### config.mk
export PLATFORM = sky130hd
export DESIGN_NAME = pulse_event_counter
export DESIGN_NICKNAME = d
export VERILOG_FILES = /design/src/rtl/pulse_evt_pkg.sv /design/src/rtl/pulse_evt_result_reg.sv /design/src/rtl/pulse_event_counter.sv
export SDC_FILE = /design/constraint.sdc
export NUM_CORES = 1
export LEC_CHECK = 0
export BUFFER_PORTS_ARGS = -buffer_cell sky130_fd_sc_hd__buf_2
export CAP_MARGIN = 5
export CORE_MARGIN = 2
export CORE_UTILIZATION = 25
export DETAILED_ROUTE_END_ITERATION = 7
export PLACE_DENSITY = 0.53
export SLEW_MARGIN = 20
export SYNTH_ARGS = -nofsm -noshare
export SYNTH_HDL_FRONTEND = slang
export SYNTH_SLANG_ARGS = --single-unit
### constraint.sdc
create_clock -name clk -period 3.08 [get_ports clk]
set_input_delay 0.462 -clock clk [delete_from_list [all_inputs] [get_ports clk]]
set_output_delay 0.462 -clock clk [all_outputs]
set_load 0.01 [all_outputs]
### src/rtl/pulse_evt_pkg.sv
// Shared types and constants for the pulse event counter.
// Provides the FSM state enum, default widths and a saturation-limit helper.
package pulse_evt_pkg;

   localparam int CNT_W_DEF = 8;
   localparam int WIN_W_DEF = 16;

   typedef enum logic {
      IDLE = 1'b0,
      RUN  = 1'b1
   } state_e;

   // All-ones value for a counter of width w (w <= 63).
   function automatic logic [63:0] sat_max(input int w);
      return (64'd1 << w) - 64'd1;
   endfunction

endpackage

### src/rtl/pulse_evt_result_reg.sv
// One-entry valid/ready result holding register with drop-on-full.
// Ports: clk, rst (sync, active-high); in_valid/in_count/in_sat load a
// result; out_ready/out_valid/out_count/out_sat form the output handshake;
// overrun is sticky once a result arrives while full and not draining.
import pulse_evt_pkg::*;

module pulse_evt_result_reg #(
   parameter int CNT_W = CNT_W_DEF
) (
   input  logic             clk,
   input  logic             rst,
   input  logic             in_valid,
   input  logic [CNT_W-1:0] in_count,
   input  logic             in_sat,
   input  logic             out_ready,
   output logic             out_valid,
   output logic [CNT_W-1:0] out_count,
   output logic             out_sat,
   output logic             overrun
);

   logic             valid_q, valid_d;
   logic [CNT_W-1:0] count_q, count_d;
   logic             sat_q, sat_d;
   logic             ovr_q, ovr_d;
   logic             xfer;

   always_comb begin
      xfer    = valid_q & out_ready;
      valid_d = valid_q;
      count_d = count_q;
      sat_d   = sat_q;
      ovr_d   = ovr_q;
      if (in_valid) begin
         if (!valid_q || xfer) begin
            valid_d = 1'b1;
            count_d = in_count;
            sat_d   = in_sat;
         end else begin
            ovr_d = 1'b1;
         end
      end else if (xfer) begin
         valid_d = 1'b0;
      end
   end

   always_ff @(posedge clk) begin
      if (rst) begin
         valid_q <= 1'b0;
         count_q <= '0;
         sat_q   <= 1'b0;
         ovr_q   <= 1'b0;
      end else begin
         valid_q <= valid_d;
         count_q <= count_d;
         sat_q   <= sat_d;
         ovr_q   <= ovr_d;
      end
   end

   assign out_valid = valid_q;
   assign out_count = count_q;
   assign out_sat   = sat_q;
   assign overrun   = ovr_q;

endmodule

### src/rtl/pulse_event_counter.sv
// Counts event pulses over back-to-back windows of window_len cycles and
// offers each window's count on a valid/ready output.
// Ports: clk, rst (sync, active-high), enable (run windows), pulse_in
// (event), window_len (0 acts as 1), out_ready/out_valid/out_count/out_sat
// (result handshake), overrun (sticky drop flag), busy (in RUN).
// Optional: define PULSE_EVT_EDGE_EN to count only rising edges of pulse_in.
import pulse_evt_pkg::*;

module pulse_event_counter #(
   parameter int CNT_W = CNT_W_DEF,
   parameter int WIN_W = WIN_W_DEF
) (
   input  logic             clk,
   input  logic             rst,
   input  logic             enable,
   input  logic             pulse_in,
   input  logic [WIN_W-1:0] window_len,
   input  logic             out_ready,
   output logic             out_valid,
   output logic [CNT_W-1:0] out_count,
   output logic             out_sat,
   output logic             overrun,
   output logic             busy
);

   localparam logic [CNT_W-1:0] CNT_MAX = CNT_W'(sat_max(CNT_W));

   logic ev;

`ifdef PULSE_EVT_EDGE_EN
   logic pulse_q, pulse_d;
   logic edge_q, edge_d;

   // Edge is registered, so it lands in the window active one cycle later.
   always_comb begin
      pulse_d = pulse_in;
      edge_d  = pulse_in & ~pulse_q;
   end

   always_ff @(posedge clk) begin
      if (rst) begin
         pulse_q <= 1'b0;
         edge_q  <= 1'b0;
      end else begin
         pulse_q <= pulse_d;
         edge_q  <= edge_d;
      end
   end

   assign ev = edge_q;
`else
   assign ev = pulse_in;
`endif

   state_e           state_q, state_d;
   logic [WIN_W-1:0] len_q, len_d;
   logic [WIN_W-1:0] cyc_q, cyc_d;
   logic [CNT_W-1:0] acc_q, acc_d;
   logic             sat_q, sat_d;

   logic [WIN_W-1:0] len_new;
   logic [CNT_W-1:0] acc_nxt;
   logic             sat_nxt;
   logic             term;
   logic             res_valid;

   always_comb begin
      len_new   = (window_len == '0) ? WIN_W'(1) : window_len;
      acc_nxt   = (ev && acc_q != CNT_MAX) ? acc_q + CNT_W'(1) : acc_q;
      sat_nxt   = sat_q | (ev & (acc_q == CNT_MAX));
      term      = (cyc_q == len_q - WIN_W'(1));
      state_d   = state_q;
      len_d     = len_q;
      cyc_d     = cyc_q;
      acc_d     = acc_q;
      sat_d     = sat_q;
      res_valid = 1'b0;
      unique case (state_q)
         IDLE: begin
            if (enable) begin
               state_d = RUN;
               len_d   = len_new;
               cyc_d   = '0;
               acc_d   = '0;
               sat_d   = 1'b0;
            end
         end
         RUN: begin
            if (term) begin
               // Result offered even if enable drops on this cycle.
               res_valid = 1'b1;
               len_d     = len_new;
               cyc_d     = '0;
               acc_d     = '0;
               sat_d     = 1'b0;
               if (!enable) state_d = IDLE;
            end else if (!enable) begin
               // Aborted window: partial count is discarded.
               state_d = IDLE;
               cyc_d   = '0;
               acc_d   = '0;
               sat_d   = 1'b0;
            end else begin
               cyc_d = cyc_q + WIN_W'(1);
               acc_d = acc_nxt;
               sat_d = sat_nxt;
            end
         end
      endcase
   end

   always_ff @(posedge clk) begin
      if (rst) begin
         state_q <= IDLE;
         len_q   <= '0;
         cyc_q   <= '0;
         acc_q   <= '0;
         sat_q   <= 1'b0;
      end else begin
         state_q <= state_d;
         len_q   <= len_d;
         cyc_q   <= cyc_d;
         acc_q   <= acc_d;
         sat_q   <= sat_d;
      end
   end

   assign busy = (state_q == RUN);

   pulse_evt_result_reg #(
      .CNT_W(CNT_W)
   ) u_res (
      .clk      (clk),
      .rst      (rst),
      .in_valid (res_valid),
      .in_count (acc_nxt),
      .in_sat   (sat_nxt),
      .out_ready(out_ready),
      .out_valid(out_valid),
      .out_count(out_count),
      .out_sat  (out_sat),
      .overrun  (overrun)
   );

endmodule
# Word-level counts from Yosys, hierarchy flattened
# Index checks and enable logic that the tools add are counted.
# op_classes
bitwise_logic,5
n_lt_le_gt_ge,0
eq_ne,6
n_addsub,3
mul,0
mux,23
n_div,0
n_reduce_logical,9
shifts,0
# ops
cell,count
$mux W16,6
$pmux W16 S2,2
$mux W8,4
$add A16 B1 Y16 const B,1
$eq A16 B16 Y1,1
$logic_not A16 Y1,1
$pmux W8 S2,1
$sub A16 B1 Y16 const B,1
$mux W1,9
$add A8 B1 Y8 const B,1
$eq A8 B8 Y1 const B,1
$ne A8 B8 Y1 const B,1
$reduce_and A2 Y1,4
$ne A2 B1 Y1 const B,2
$and A1 B1 Y1,2
$ne A2 B2 Y1 const B,1
$not A1 Y1,2
$pmux W1 S2,1
$reduce_bool A2 Y1,1
$logic_and A1 B1 Y1,1
$logic_not A1 Y1,1
$logic_or A1 B1 Y1,1
$or A1 B1 Y1,1
# totals
wordCells,55
ramBits,0
regBits,53
n_memories,0
latchBits,0
rom_bits,0
in_bits,21

# Depth between registers and ports, before layout
# logic_depth
ltp_word,6
ltp_mapped,11
depth_no_buf,9

# Cells and area by module
# A second synthesis with hierarchy kept.
# unflattened
cells_unflattened,378
area_unflattened_um2,3159.3
# modules_own_cells
mod,n_inst,seq_area_each_um2,area_each_um2,cells_each
pulse_event_counter,1,840.8,2678.8,331
pulse_evt_result_reg,1,220.2,480.5,47

# Least setup slack after synthesis
# No wires, ideal clock.
# synth_path
path_kind,register to register
start,reg len_q[0]
end,reg len_q[0]
stages_incl_launch_ff,11
arrival_ps,2850
setup_time_ps,121
path_buffers,1
period_less_slack_ps,2971
path_slack_ps,109
path_cell_list,dfxtp_1 inv_1 ha_1 or3b_1 nor3_1 xnor2_1 or4_4 or4_4 o21a_1 buf_6 mux2_4
# synth_via
elab_chain_len,4
# synth_rtl
item,line_no,text
start: declaration,pulse_event_counter.sv:56,"logic [WIN_W-1:0] len_q, len_d;"
start signal: assignment,pulse_event_counter.sv:121,len_q <= len_d;
$sub A16 B1 Y16,pulse_event_counter.sv:71,term = (cyc_q == len_q - WIN_W'(1));
$eq A16 B16 Y1,pulse_event_counter.sv:71,
$ne A2 B1 Y1 (no source line),--,
$reduce_and A2 Y1 (no source line),--,
# No other way between the ends.
# A chain may end at the register's enable or synchronous reset.

# Worst setup path after layout
# layout_path
start,reg len_q[0]
end,reg u_res.count_q[3] (netlist: u_res.out_count[3])
# layout_via
elab_chain_len,5
# layout_rtl
item,line_no,text
$sub A16 B1 Y16,pulse_event_counter.sv:71,
$eq A16 B16 Y1,pulse_event_counter.sv:71,
$mux W1,pulse_event_counter.sv:89,if (term) begin
$mux W1,pulse_event_counter.sv:78,unique case (state_q)
$reduce_and A2 Y1 (no source line),--,
end signal: assignment,pulse_evt_result_reg.sv:55,count_q <= count_d;
end: declaration,pulse_evt_result_reg.sv:23,"logic [CNT_W-1:0] count_q, count_d;"
# No other way between the ends.

==> parameters.txt <==
Parameter                              Value

Clock tree
  Number of sinks driven by the clock tree    between 50 and 60
  Number of levels in the clock H-tree    2
  Latest clock arrival within the worst-skew pair    0.29 ns
  Maximum clock path buffer count    2
  Buffer cell driving the clock tree root    clkbuf_16
  Clock edge transition at the registers on the reported setup and hold paths    about 0.070 ns
  Total CTS buffers    5
  CTS tree    yes

Detailed routing
  Post-route ant nets    0
  Detailed-route vias per instance    just under 5
  Detailed-route DRC error count    0
  Final wirelength    ~7.3 mm
  DR pass1 iterations    4
  Initial detailed-routing violation count    210
  Via count    ~2.7k
  Post-DR wirelength/cell    approximately 13 um

Yosys
  Net Count, Synth    a little under 400
  Post-synth ARST share    0
  Sequential element share of the synthesized area    0.352
  Cells after Synth    roughly 360
  Post-Synthesis Cell Area    approximately 3000 um2
  Most frequently used flop master after synthesis    dfxtp_1
  Number of different library cells in the post-synthesis netlist    57
  Synthesis-stage register bit count    53
  Yosys synthesis warning count    0
  Number of flops mapped to enable cells by yosys    0
  Average instance area after synthesis    8.35 um2

GRT
  Overall routing resource usage    0.119
  Number of antenna violations at the first check in global routing    0
  First-pass GRT wire length    around 13 mm
  Total overflow reported by the global router    0
  Maximum number of pins on one net before global-route repair    41
  Via count of the first global-routing pass    around 2.5k

Pwr
  Worst VDD drop    roughly 190 uV
  Power Dens Cells    about 420 nW/um2
  Static power due to leakage    around 1.3 nW

Finish
  Final design utilization    0.309
  Post-Layout Cell Count    between 500 and 600
  Sequential cell area    between 1000 and 1500 um2
  Final net count    about 420
  Antenna Cells    0
  Area taken by multi-input logic gates    roughly 1900 um2
  Most common cell after layout, fill and taps aside    nand2_1
  Summed area of non-filler cells in the final layout    around 3700 um2
  Fraction of layout cells with a size suffix above 1    0.237
  Highest-count cells in the layout ignoring fill and taps    62 x nand2_1, 51 x dfxtp_1, 32 x buf_2
  Fill cell count    between 1k and 1.5k
  Layout Area Growth over Synthesis    22.1%

Critical path
  Length in cells of the worst reg-to-reg path    10
  Start of the worst register-to-register path    len_q[0]
  Worst Setup End Kind    flip-flop
  Data arrival time of the critical path    3.23 ns
  Kind of critical path    flip-flop to flip-flop
  First element of the critical path    len_q[0]
  Worst Path Required    ~3.3 ns
  Max FO, Critical Path    9
  Sort of element at the start of the critical path    flip-flop

Die
  Chip Width    roughly 110 um
  Die Height    114 um
  Total number of placement rows    40
  Overall die area    about 13,000 um2
  Number of top-level pins    33
  Core outline area    between 10,000 and 15,000 um2
  Starting Density    0.253

Place
  Cell total after placement    approximately 530
  Final weighted congestion in routability-driven placement    a little under 0.9
  Area after DPL    about 3400 um2
  Count of input and output buffers    32
  Post-DP HPWL    around 5.5 mm

STA
  Skew final    0.00328 ns
  Rel. slew slack    0.163
  Count of endpoints failing hold in the final timing report    0
  Fraction of the cycle the final worst path needs    0.970
  Slew @ Worst Pin    between 1 and 1.5 ns
  Achievable clock frequency    around 0.33 GHz
  Final sum of negative setup slack    0 ns
  Final setup vio count    0
  Worst Hold Margin    about 0.42 ns
  Min cycle time layout    2.99 ns
  Final-report max-slew violation count    0

Min path
  Cell depth of the worst min-delay path    3
  Min-delay src    window_len[11]
  Type of the tightest min-delay check    input port to flip-flop

Job
  Max-cap viol count    0

Run status
  Run status    finished, final reports clean
-- report_power, final --
| part | switching (mW) | leakage, nW | internal (mW) | total [mW] |
|---|---|---|---|---|
| logic | 0.118 | 0.838 | 0.105 | 0.223 |
| registers | 0.0222 | 0.431 | 0.701 | 0.723 |
| clock network | 0.242 | 0.0799 | 0.344 | 0.587 |
| total | 0.382 | 1.35 | 1.15 | 1.53 |
-- kinds of logic (layout without fill, tap and decap cells) --
logic type / after synthesis / after routing / share of synthesized area
multiplexers: 18 / 18 / 0.0615
adder cells (fa/ha/maj): 3 / 3 / 0.0125
buffers and inverters: 38 / 73 / 0.0598
AND/OR/NAND/NOR: 155 / 155 / 0.260
flip-flops: 53 / 53 / 0.352
AO/OA/AOI/OAI: 65 / 65 / 0.170
XOR/XNOR: 29 / 29 / 0.0843
-- critical path, cell delays in order (launching register included) --
cell and delay (ns):
dfxtp_1 0.33, inv_2 0.09, ha_4 0.16, or3b_4 0.41, or4_1 0.47, a21oi_1 0.13, o211ai_1 0.18, or4_4 0.59
buf_12 0.17, a2111oi_4 0.26, a31o_2 0.15
-- cell type report --
| cell class | count | area share |
|---|---|---|
| flip-flops and latches | 53 | 0.289 |
| well taps | 147 | 0.0500 |
| clock inverters | 1 | 0.00136 |
| clock buffers | 7 | 0.0415 |
| multi-input cells | 270 | 0.513 |
| inverters | 16 | 0.0163 |
| repair buffers | 49 | 0.0884 |
-- per-stage QoR --
stage | setup WS [ns] | total power [mW]
detailed placement | -0.00738 | 0.947
finish | 0.0922 | 1.53
CTS | 0.0191 | 1.54
global placement | 0.0591 | 0.943
floorplan | 0.109 | 0.882
global route | -0.0176 | 1.61
-- final timing paths --
| path | endpoint | slack (ns) |
|---|---|---|
| setup / recovery | u_res.out_count[3] | 0.09 |
| hold / removal | len_q[11] | 0.42 |
| setup reg to reg | u_res.out_count[3] | 0.09 |
| hold reg to reg | len_q[15] | 0.48 |
-- flip-flops by register name, indices dropped and copies added, names as in the netlist --
register,count
cyc_q,16
len_q,16
acc_q,8
u_res.out_count,8
busy,1
sat_q,1
u_res.out_sat,1
u_res.out_valid,1
u_res.overrun,1
-- routing by layer --
layer | GRT usage | vias to the layer above | routed length [um]
met5 | 0 | - | 0
met1 | 0.163 | 1252 | 3520
met2 | 0.191 | 36 | 3410
li1 | - | 1393 | -
met3 | 0.0197 | 8 | 226
met4 | 0.0390 | 0 | 113
-- what timing repair did --
| item | CTS | global route |
|---|---|---|
| resized for setup | 2 | 17 |
| hold buffers | 0 | 0 |
| setup buffers | 0 | 1 |
| endpoints found under the setup margin | 5 | 49 |
| pin swaps | 0 | 2 |
| endpoints found under the hold margin | 0 | 0 |
-- cell usage after synthesis, drive strengths merged (2+ instances only) --
master,number,area [um2]
o21a,2,15.0
a22oi,2,15.0
o22ai,6,37.5
or2,2,12.5
or3,5,31.3
buf,8,66.3
inv,16,60.1
dfxtp,53,1060
a32oi,2,17.5
nor2,16,60.1
a21oi,4,20.0
nand2,63,239
ha,3,37.5
o21ai,6,30.0
nand3,15,75.1
a31o,8,70.1
a31oi,10,62.6
nand4,12,75.1
mux2i,17,170
xnor2,19,166
nor4,14,87.6
o311ai,8,70.1
nor3,8,45.0
a2111oi,4,60.1
clkbuf,14,53.8
or4,6,56.3
and3,4,25.0
nand2b,2,12.5
xor2,10,87.6
o211ai,3,22.5
(Power assumes the default switching activity.)
